## config.mk

```make
export PLATFORM = sky130hd
export DESIGN_NAME = trap_ctrl
export DESIGN_NICKNAME = d
export VERILOG_FILES = /design/src/rtl/csr_pkg.sv /design/src/rtl/csr_port_mux.sv /design/src/rtl/trap_ctrl.sv
export SDC_FILE = /design/constraint.sdc
export NUM_CORES = 1
export LEC_CHECK = 0
export ABC_AREA = 1
export CAP_MARGIN = 15
export CORE_ASPECT_RATIO = 0.9
export CORE_MARGIN = 10
export CORE_UTILIZATION = 47
export CTS_BUF_LIST = sky130_fd_sc_hd__clkbuf_8
export CTS_CLUSTER_DIAMETER = 40
export DETAILED_ROUTE_END_ITERATION = 8
export PLACE_DENSITY = 0.95
export SLEW_MARGIN = 10
export SYNTH_ARGS = -nofsm -noshare
export SYNTH_HDL_FRONTEND = slang
export SYNTH_HIERARCHICAL = 1
export SYNTH_SLANG_ARGS = --single-unit
```

## constraint.sdc

```tcl
create_clock -name clk -period 6.45 [get_ports clk]
set_input_delay 1.6125 -clock clk [delete_from_list [all_inputs] [get_ports clk]]
set_output_delay 1.6125 -clock clk [all_outputs]
set_load 0.05 [all_outputs]
```

## src/rtl/csr_pkg.sv

```systemverilog
// -----------------------------------------------------------------------------
// csr_pkg
// Shared constants for the machine-mode trap controller: CSR addresses, CSR
// operation encodings, mstatus bit positions, the external-interrupt cause
// value, the trap/MRET state encoding and the mstatus update helpers.
// -----------------------------------------------------------------------------
package csr_pkg;

   // Machine-mode CSR addresses touched by the trap sequencer
   localparam logic [11:0] CSR_MSTATUS = 12'h300;
   localparam logic [11:0] CSR_MTVEC   = 12'h305;
   localparam logic [11:0] CSR_MEPC    = 12'h341;
   localparam logic [11:0] CSR_MCAUSE  = 12'h342;
   localparam logic [11:0] CSR_MTVAL   = 12'h343;

   // csr_op encodings; pure reads are issued with the NONE code and no write
   localparam logic [2:0] CSR_OP_NONE = 3'b000;
   localparam logic [2:0] CSR_OP_RW   = 3'b001;

   // mstatus fields
   localparam int MSTATUS_MIE    = 3;
   localparam int MSTATUS_MPIE   = 7;
   localparam int MSTATUS_MPP_LO = 11;
   localparam int MSTATUS_MPP_HI = 12;

   // mcause for a machine external interrupt (interrupt bit + code 11)
   localparam logic [31:0] IRQ_CAUSE = 32'h8000_000B;

   typedef enum logic [3:0] {
      IDLE      = 4'd0,
      T_MEPC    = 4'd1,
      T_MCAUSE  = 4'd2,
      T_MTVAL   = 4'd3,
      T_MSTATUS = 4'd4,
      T_MTVEC   = 4'd5,
      M_MSTATUS = 4'd6,
      M_MEPC    = 4'd7,
      REDIRECT  = 4'd8
   } trap_state_e;

   // mstatus on trap entry: stash MIE in MPIE, disable interrupts, MPP = M
   function automatic logic [31:0] mstatus_on_trap(input logic [31:0] old_val);
      logic [31:0] new_val;
      new_val                               = old_val;
      new_val[MSTATUS_MPIE]                 = old_val[MSTATUS_MIE];
      new_val[MSTATUS_MIE]                  = 1'b0;
      new_val[MSTATUS_MPP_HI:MSTATUS_MPP_LO] = 2'b11;
      return new_val;
   endfunction

   // mstatus on MRET: restore MIE from MPIE, set MPIE, MPP stays M (only mode)
   function automatic logic [31:0] mstatus_on_mret(input logic [31:0] old_val);
      logic [31:0] new_val;
      new_val                               = old_val;
      new_val[MSTATUS_MIE]                  = old_val[MSTATUS_MPIE];
      new_val[MSTATUS_MPIE]                 = 1'b1;
      new_val[MSTATUS_MPP_HI:MSTATUS_MPP_LO] = 2'b11;
      return new_val;
   endfunction

endpackage

```

## src/rtl/csr_port_mux.sv

```systemverilog
// -----------------------------------------------------------------------------
// csr_port_mux
// Arbitrates the single CSR-file port between the trap sequencer and the
// pipeline. The sequencer always wins; the pipeline is granted only when the
// controller enables it. With neither active, every csr_* output is zero.
//   pipe_en        : controller allows a pipeline grant this cycle
//   pipe_csr_*     : pipeline CSR request / grant
//   fsm_*          : sequencer CSR access (fsm_act qualifies the rest)
//   csr_*          : CSR-file port
// -----------------------------------------------------------------------------
module csr_port_mux
   import csr_pkg::*;
#(
   parameter int XLEN = 32
) (
   input  logic            pipe_en,
   input  logic            pipe_csr_req,
   input  logic [2:0]      pipe_csr_op,
   input  logic [11:0]     pipe_csr_addr,
   input  logic [XLEN-1:0] pipe_csr_wdata,
   output logic            pipe_csr_gnt,
   input  logic            fsm_act,
   input  logic            fsm_wr,
   input  logic [2:0]      fsm_op,
   input  logic [11:0]     fsm_addr,
   input  logic [XLEN-1:0] fsm_wdata,
   output logic            csr_wr_en,
   output logic [2:0]      csr_op,
   output logic [11:0]     csr_addr,
   output logic [XLEN-1:0] csr_wdata
);

   // Port selection: sequencer, then granted pipeline, else quiet zeros
   always_comb begin
      pipe_csr_gnt = pipe_en & pipe_csr_req & ~fsm_act;
      csr_wr_en    = 1'b0;
      csr_op       = CSR_OP_NONE;
      csr_addr     = 12'h000;
      csr_wdata    = '0;
      if (fsm_act) begin
         csr_wr_en = fsm_wr;
         csr_op    = fsm_op;
         csr_addr  = fsm_addr;
         csr_wdata = fsm_wdata;
      end else if (pipe_csr_gnt) begin
         csr_wr_en = 1'b1;
         csr_op    = pipe_csr_op;
         csr_addr  = pipe_csr_addr;
         csr_wdata = pipe_csr_wdata;
      end else begin
         csr_wr_en = 1'b0;
         csr_op    = CSR_OP_NONE;
      end
   end

endmodule

```

## src/rtl/trap_ctrl.sv

```systemverilog
// -----------------------------------------------------------------------------
// trap_ctrl
// Machine-mode trap / MRET sequencer. Accepts one event in IDLE (exception >
// MRET > interrupt), walks the CSR updates one cycle per state, then pulses a
// fetch redirect. In IDLE with no event the pipeline owns the CSR port.
//   clk, rst                 : clock, synchronous active-high reset
//   exc_*                    : synchronous exception and its cause/pc/tval
//   irq_pending, irq_pc      : gated external interrupt and its resume PC
//   mret_valid               : MRET retiring
//   pipe_csr_*               : pipeline CSR request / grant
//   csr_*                    : CSR-file port (csr_rdata is combinational)
//   stall                    : pipeline hold
//   redirect_valid/_pc       : one-cycle fetch redirect
// -----------------------------------------------------------------------------
module trap_ctrl
   import csr_pkg::*;
#(
   parameter int XLEN = 32
) (
   input  logic            clk,
   input  logic            rst,
   input  logic            exc_valid,
   input  logic [3:0]      exc_cause,
   input  logic [XLEN-1:0] exc_pc,
   input  logic [XLEN-1:0] exc_tval,
   input  logic            irq_pending,
   input  logic [XLEN-1:0] irq_pc,
   input  logic            mret_valid,
   input  logic            pipe_csr_req,
   input  logic [2:0]      pipe_csr_op,
   input  logic [11:0]     pipe_csr_addr,
   input  logic [XLEN-1:0] pipe_csr_wdata,
   output logic            pipe_csr_gnt,
   output logic            csr_wr_en,
   output logic [2:0]      csr_op,
   output logic [11:0]     csr_addr,
   output logic [XLEN-1:0] csr_wdata,
   input  logic [XLEN-1:0] csr_rdata,
   output logic            stall,
   output logic            redirect_valid,
   output logic [XLEN-1:0] redirect_pc
);

   trap_state_e     state_q, state_d;
   logic [XLEN-1:0] pc_q, pc_d;
   logic [XLEN-1:0] cause_q, cause_d;
   logic [XLEN-1:0] tval_q, tval_d;
   logic [XLEN-1:0] target_q, target_d;

   logic            is_idle;
   logic            any_event;
   logic            fsm_act;
   logic            fsm_wr;
   logic [2:0]      fsm_op;
   logic [11:0]     fsm_addr;
   logic [XLEN-1:0] fsm_wdata;

   assign is_idle   = (state_q == IDLE);
   assign any_event = exc_valid | mret_valid | irq_pending;

   // Next-state, latch updates and the sequencer's CSR access per state
   always_comb begin
      state_d   = state_q;
      pc_d      = pc_q;
      cause_d   = cause_q;
      tval_d    = tval_q;
      target_d  = target_q;
      fsm_act   = 1'b0;
      fsm_wr    = 1'b0;
      fsm_op    = CSR_OP_NONE;
      fsm_addr  = 12'h000;
      fsm_wdata = '0;
      case (state_q)
         IDLE: begin
            if (exc_valid) begin
               state_d = T_MEPC;
               pc_d    = exc_pc;
               cause_d = {{(XLEN-4){1'b0}}, exc_cause};
               tval_d  = exc_tval;
            end else if (mret_valid) begin
               state_d = M_MSTATUS;
            end else if (irq_pending) begin
               state_d = T_MEPC;
               pc_d    = irq_pc;
               cause_d = IRQ_CAUSE;
               tval_d  = '0;
            end else begin
               state_d = IDLE;
            end
         end
         T_MEPC: begin
            fsm_act   = 1'b1;
            fsm_wr    = 1'b1;
            fsm_op    = CSR_OP_RW;
            fsm_addr  = CSR_MEPC;
            fsm_wdata = pc_q;
            state_d   = T_MCAUSE;
         end
         T_MCAUSE: begin
            fsm_act   = 1'b1;
            fsm_wr    = 1'b1;
            fsm_op    = CSR_OP_RW;
            fsm_addr  = CSR_MCAUSE;
            fsm_wdata = cause_q;
            state_d   = T_MTVAL;
         end
         T_MTVAL: begin
            fsm_act   = 1'b1;
            fsm_wr    = 1'b1;
            fsm_op    = CSR_OP_RW;
            fsm_addr  = CSR_MTVAL;
            fsm_wdata = tval_q;
            state_d   = T_MSTATUS;
         end
         T_MSTATUS: begin
            // read-modify-write in one cycle through the combinational read
            fsm_act   = 1'b1;
            fsm_wr    = 1'b1;
            fsm_op    = CSR_OP_RW;
            fsm_addr  = CSR_MSTATUS;
            fsm_wdata = mstatus_on_trap(csr_rdata);
            state_d   = T_MTVEC;
         end
         T_MTVEC: begin
            // direct mode only: mode bits are dropped from the target
            fsm_act  = 1'b1;
            fsm_addr = CSR_MTVEC;
            target_d = {csr_rdata[XLEN-1:2], 2'b00};
            state_d  = REDIRECT;
         end
         M_MSTATUS: begin
            fsm_act   = 1'b1;
            fsm_wr    = 1'b1;
            fsm_op    = CSR_OP_RW;
            fsm_addr  = CSR_MSTATUS;
            fsm_wdata = mstatus_on_mret(csr_rdata);
            state_d   = M_MEPC;
         end
         M_MEPC: begin
            fsm_act  = 1'b1;
            fsm_addr = CSR_MEPC;
            target_d = {csr_rdata[XLEN-1:1], 1'b0};
            state_d  = REDIRECT;
         end
         REDIRECT: begin
            state_d = IDLE;
         end
         default: begin
            state_d = IDLE;
         end
      endcase
   end

   // State and latch registers; reset aborts any sequence in flight
   always_ff @(posedge clk) begin
      if (rst) begin
         state_q  <= IDLE;
         pc_q     <= '0;
         cause_q  <= '0;
         tval_q   <= '0;
         target_q <= '0;
      end else begin
         state_q  <= state_d;
         pc_q     <= pc_d;
         cause_q  <= cause_d;
         tval_q   <= tval_d;
         target_q <= target_d;
      end
   end

   // A reset cycle issues no CSR access and no redirect, so an abort in the
   // middle of a sequence leaves only the writes already committed.
   csr_port_mux #(
      .XLEN(XLEN)
   ) u_csr_port_mux (
      .pipe_en        (is_idle & ~any_event & ~rst),
      .pipe_csr_req   (pipe_csr_req),
      .pipe_csr_op    (pipe_csr_op),
      .pipe_csr_addr  (pipe_csr_addr),
      .pipe_csr_wdata (pipe_csr_wdata),
      .pipe_csr_gnt   (pipe_csr_gnt),
      .fsm_act        (fsm_act & ~rst),
      .fsm_wr         (fsm_wr),
      .fsm_op         (fsm_op),
      .fsm_addr       (fsm_addr),
      .fsm_wdata      (fsm_wdata),
      .csr_wr_en      (csr_wr_en),
      .csr_op         (csr_op),
      .csr_addr       (csr_addr),
      .csr_wdata      (csr_wdata)
   );

   // Hold the pipeline from the accepting cycle through REDIRECT
   assign stall          = ~is_idle | any_event;
   assign redirect_valid = (state_q == REDIRECT) & ~rst;
   assign redirect_pc    = redirect_valid ? target_q : '0;

endmodule

```

==> results.cfg, run 1 <==
[global_routing]
grt_max_degree = 82
grt_pass1_vias = 6658
busiest_layer = met2
grtUsageTotal_pct = 23.4
use_met1_pct = 29.9
grt_util_met3_pct = 6.30
grt.overflow.total = 0
antenna_found_initial = 1
grtUsageMet2_pct = 37.3
grt_pass1_wl_mm = 34.5

[critical_path]
reg2reg_depth = 7
critPathKind = input port to output port
r2r-start = state_q[0]
crit_arrival_ns = 3.83
end_kind = output port
cp-start-kind = input port
path_max_fanout = 39
regToRegEndpoint = tval_q[19]
worstPathRequired_ns = 4.84
r2r_setup_slack_ns = 4.13

[placed_design]
routabilityCongestion = 0.890
hpwl_mm = 17.2
io_buffers = 266

[route]
firstDrtPassIters = 5
ant_nets = 0
vias = 7160
drc = 0
viasPerCell = 5.20
drt_iter0_markers = 656
drt-total-wl_mm = 22.6
wl_per_cell_um = 16.4

[cells_and_area]
nNetsFinal = 1391
syn_to_final_growth_pct = 48.4
layout_commonest_cell = nand2_1
final_cell_mix = 355 x nand2_1, 183 x clkdlybuf4s50_1, 141 x nor2_1
final_layout_size_suffix_gt1_share_pct = 10.5

[yosys]
synthArstFlopShare_pct = 0
synth_cell_types = 22
synth_top_cells_by_area = dfxtp_1 34%, nand2_1 22%, nor2_1 8.9%
avgSynthCellArea_um2 = 6.12
synthesis.area_um2 = 6050
syn_inst = 989
ys.flop_type = dfxtp_1
seq_area_frac_synth_pct = 34.4
synth_top_area_cell = dfxtp_1
synth_edf_count = 0
ys_warn_count = 6
synth_top_cell_area_share_pct = 34.4
synth-seq-cells = 104

[min_path]
whs_endpoint = target_q[11]
min_delay_path_depth = 2
hold_path.class = flop to flop
worstHoldStart = target_q[11]

[sta]
finalHoldViolations = 0
fin_crit_sh_pct = 84.3
period_minus_slack_ns = 5.44
maxSlewHeadroom_pct = 34.4
hold_ws_ns = 0.460
tns_ns = 0
drv_slew = 0
max_freq_mhz = 184
setup_viol = 0
worst_pin_slew_ns = 0.981
rsz0062_at_grt = no
skew_ns = 0.0120

[die]
core-area_um2 = 12600
dieArea_um2 = 17800
die_w_um = 140
ioPinCount = 268
chipHeight_um = 128
start_util_pct = 47.9
rows = 39

[clock_tree]
postCtsHoldBufs = 0
root_buffer = clkbuf_8
cts_sinks = 104
clkTransAtPathRegs_ns = 0.09
ctsHtreeMaxLevel = 3
tritoncts = yes
post_cts_resized = 0
cts_made_buffers = 9
cts_setup_buffers = 0
cts_max_path_buffers = 2
clk_latency_ns = 0.36

[pwr]
p_comb_share_pct = 51.6
ir_worst_vdd_v = 0.000236
power.density_nw_per_um2 = 295
p_leak_nw = 3.98
p_switching_mw = 1.24
p_int_mw = 1.41
swShare_pct = 46.8
clockPowerShare_pct = 13.6
seqPwrFrac_pct = 34.7

[status]
status = complete, no violations

[flow_run]
maxCapViolCount = 0
[synthesized netlist by cell type (4+ instances only)]
| library cell | n |
|---|---|
| a21boi_0 | 32 |
| a21oi_1 | 54 |
| buf_1 | 4 |
| buf_2 | 35 |
| buf_4 | 11 |
| buf_6 | 7 |
| clkbuf_1 | 20 |
| dfxtp_1 | 104 |
| inv_1 | 64 |
| inv_2 | 7 |
| nand2_1 | 356 |
| nand3_1 | 37 |
| nand4_1 | 55 |
| nor2_1 | 143 |
| nor2_2 | 4 |
| o211ai_1 | 13 |
| o21ai_0 | 33 |
[worst max path at each step]
stage,start,end,slack (ns),cells after the start
floorplan,exc_valid,csr_wr_en,1.04,8
global placement,exc_valid,csr_addr[5],1.06,8
CTS,exc_valid,csr_addr[3],1.05,8
finish,exc_valid,csr_addr[5],1.01,8
global route,exc_valid,csr_addr[5],0.83,8
detailed placement,exc_valid,csr_addr[3],1.04,8
[per-stage QoR]
step	area (um^2)	worst slack [ns]	instances	util, %	power [mW]
global placement	8810	1.06	1359	69.7	2.24
CTS	8980	1.05	1375	71.1	2.64
global route	8980	0.829	1376	71.1	2.83
floorplan	6080	1.04	997	-	1.92
finish	8980	1.01	1376	71.1	2.65
detailed placement	8810	1.04	1359	69.7	2.28
[cells by family (layout without fill, tap and decap cells)]
group | count (synthesis) | after routing | synth area share [%]
buffers and inverters | 148 | 362 | 11.5
other | 1 | 10 | 0.0620
AOI/OAI and AO/OA | 135 | 135 | 13.1
DFF | 104 | 104 | 34.4
and+or+nand+nor | 601 | 601 | 41.0
[critical path, cell delays in order]
cell and delay, ns:
buf_2 0.11, inv_2 0.39, nand4_1 0.26, nor2_4 0.61
buf_4 0.37, nand4_1 0.12, nand2_1 0.13, buf_4 0.20
[layer usage]
metal	wire length (um)	part of all wire, %	vias to the layer above
met5	0	0	-
met4	618	2.7	0
met3	2080	9.2	50
met2	10200	45	355
met1	9650	43	3187
li1	-	-	3568
[layout make-up]
cell class / instances / area (um^2)
Antenna cell: 1 / 2.50
Clock buffer: 10 / 138
Tap cell: 164 / 205
Fill cell: 1044 / 3660
Sequential cell: 104 / 2080
Clock inverter: 6 / 28.8
Timing Repair Buffer: 275 / 2930
Inverter: 71 / 267
Multi-Input combinational cell: 745 / 3330
[power by group through the flow]
| stage | clock [mW] | sequential, mW | combinational [mW] |
|---|---|---|---|
| after floorplan | 0 | 0.888 | 1.04 |
| after global placement | 0 | 0.917 | 1.33 |
| after detailed placement | 0 | 0.931 | 1.35 |
| after CTS | 0.364 | 0.916 | 1.36 |
| after global routing | 0.391 | 0.935 | 1.50 |
| final | 0.361 | 0.920 | 1.37 |
[state kept, by name (all words and copies together) (netlist names)]
register / cells
target_q: 31
pc_q: 32
tval_q: 32
state_q: 4
cause_q: 5
Power figures use the tool's default switching activity.
==> inputs of run 2 (changes only) <==
--- a/config.mk
+++ b/config.mk
@@ -9,11 +9,11 @@
 export CAP_MARGIN = 15
 export CORE_ASPECT_RATIO = 0.9
 export CORE_MARGIN = 10
-export CORE_UTILIZATION = 47
+export CORE_UTILIZATION = 44
 export CTS_BUF_LIST = sky130_fd_sc_hd__clkbuf_8
 export CTS_CLUSTER_DIAMETER = 40
 export DETAILED_ROUTE_END_ITERATION = 8
-export PLACE_DENSITY = 0.95
+export PLACE_DENSITY = 0.9
 export SLEW_MARGIN = 10
 export SYNTH_ARGS = -nofsm -noshare
 export SYNTH_HDL_FRONTEND = slang
==> constraint.sdc (replaced) <==
create_clock -name clk -period 5.5 [get_ports clk]
set_input_delay 1.375 -clock clk [delete_from_list [all_inputs] [get_ports clk]]
set_output_delay 1.375 -clock clk [all_outputs]
set_load 0.05 [all_outputs]
==> results.cfg, run 2 (synthesized netlist as in run 1, its figures left out) <==
[status]
status = complete, no violations

[global_routing]
grt.overflow.total = 0
grt_pass1_wl_mm = 34.9
antenna_found_initial = 0
grt_pass1_vias = 6550
grtUsageTotal_pct = 23.1
grt_max_degree = 81

[min_path]
worstHoldStart = target_q[12]
hold_path.class = flop to flop

[clock_tree]
cts_max_path_buffers = 2
clk_latency_ns = 0.38
ctsHtreeMaxLevel = 3
cts_sinks = 104
cts_made_buffers = 9
post_cts_resized = 0
cts_setup_buffers = 0
root_buffer = clkbuf_8
tritoncts = yes
clkTransAtPathRegs_ns = 0.09
postCtsHoldBufs = 0

[pwr]
p_int_mw = 1.70
power.density_nw_per_um2 = 350
power_mw = 3.16
seqPwrFrac_pct = 34.0
clockPowerShare_pct = 15.3
ir_worst_vdd_v = 0.000163
p_leak_nw = 3.97
p_comb_share_pct = 50.8
swShare_pct = 46.3
p_switching_mw = 1.46

[route]
wl_per_cell_um = 16.7
vias = 7024
viasPerCell = 5.09
firstDrtPassIters = 5
ant_nets = 0
drt_iter0_markers = 573
drt-total-wl_mm = 23.0
drc = 0

[critical_path]
cp-start-kind = input port
path_buf_inv = 4
end_kind = output port
cpMaxStageDelayCell = inv_2
crit_chain = clkdlybuf4s50_1, inv_2, nand2_1, a21oi_4, inv_2, nand4_1, nand2_1, buf_4
crit_arrival_ns = 3.32
critPathKind = input port to output port
worstPathRequired_ns = 4.12
crit_family = buffers and inverters
r2r-start = state_q[1]
crit_path_max_incr_delay_ns = 0.58
critPathLaunch = rst
path_max_fanout = 47

[placed_design]
io_buffers = 266
routabilityCongestion = 0.914
hpwl_mm = 17.4

[sta]
setup_viol = 0
max_freq_mhz = 213
finalHoldViolations = 0
period_minus_slack_ns = 4.70
maxSlewHeadroom_pct = 31.7
fin_crit_sh_pct = 85.4
worst_pin_slew_ns = 1.02
rsz0062_at_grt = no
drv_slew = 0
tns_ns = 0
skew_ns = 0.00387

[cells_and_area]
final_layout_size_suffix_gt1_share_pct = 10.7
layout_commonest_cell = nand2_1
antenna_cells = 0
nNetsFinal = 1392
syn_to_final_growth_pct = 49.2
reg.largest.list = pc_q (32), tval_q (32), target_q (31)
fillCellCount = 1193
final_cell_mix = 355 x nand2_1, 183 x clkdlybuf4s50_1, 141 x nor2_1

[die]
dieArea_um2 = 18800
rows = 40
chipHeight_um = 131
start_util_pct = 45.1
core-area_um2 = 13400
die_w_um = 144
ioPinCount = 268

[flow_run]
maxCapViolCount = 0
==> run 2: per-stage QoR <==
| step | setup WS (ns) | cells | utilization, % | hold slack, ns | instance area (um^2) |
|---|---|---|---|---|---|
| 2_1_floorplan | 0.568 | 997 | - | 0.430 | 6080 |
| 4_1_cts | 0.837 | 1378 | 67.2 | 0.459 | 9010 |
| 3_3_place_gp | 0.936 | 1363 | 65.7 | 0.439 | 8820 |
| 5_1_grt | 0.702 | 1379 | 67.3 | 0.476 | 9030 |
| 6_report | 0.802 | 1379 | 67.3 | 0.458 | 9030 |
| 3_5_place_dp | 0.831 | 1363 | 65.7 | 0.444 | 8820 |
==> run 2: worst min-delay path: cells and delay by family (launching register included) <==
family,cells,cell delay [ns]
DFF,1,0.31
buffers and inverters,1,0.06
AOI/OAI and AO/OA,1,0.05
==> run 2: power by group through the flow <==
stage	Clock (mW)	Combinational, mW	Sequential (mW)
5_1_grt	0.523	1.77	1.09
3_5_place_dp	0	1.59	1.09
2_1_floorplan	0	1.22	1.04
3_3_place_gp	0	1.56	1.07
6_report	0.482	1.60	1.07
4_1_cts	0.493	1.59	1.07
==> run 2: final timing paths <==
kind | to | slack (ns) | cells past startpoint
max | csr_wdata[6] | 0.80 | 8
min | target_q[12] | 0.46 | 2
max reg2reg | tval_q[12] | 3.21 | 7
min reg2reg | target_q[12] | 0.46 | 2
==> run 2: layout make-up <==
class / count / area (um^2) / share of cell area [%]
Clock buffer: 9 / 124 / 1.37
Clock inverter: 6 / 70.1 / 0.776
Inverter: 71 / 267 / 2.95
Multi-Input combinational cell: 745 / 3330 / 36.9
Sequential cell: 104 / 2080 / 23.1
Tap cell: 168 / 210 / 2.33
Timing Repair Buffer: 276 / 2950 / 32.6
==> run 2: metal layers <==
layer  vias to the layer above  wire [um]  track usage, %
met2                       304      10300            36.0
met5                         -          0               0
li1                       3567          -               -
met3                        26       2300            7.28
met4                         0        467            6.58
met1                      3127       9950            29.7
==> inputs of run 3 (changes only) <==
--- a/config.mk
+++ b/config.mk
@@ -14,6 +14,7 @@
 export CTS_CLUSTER_DIAMETER = 40
 export DETAILED_ROUTE_END_ITERATION = 8
 export PLACE_DENSITY = 0.9
+export SETUP_SLACK_MARGIN = 0.15
 export SLEW_MARGIN = 10
 export SYNTH_ARGS = -nofsm -noshare
 export SYNTH_HDL_FRONTEND = slang
==> results of run 3 <==
Final layout, timing and power as in run 2 (identical DEF).
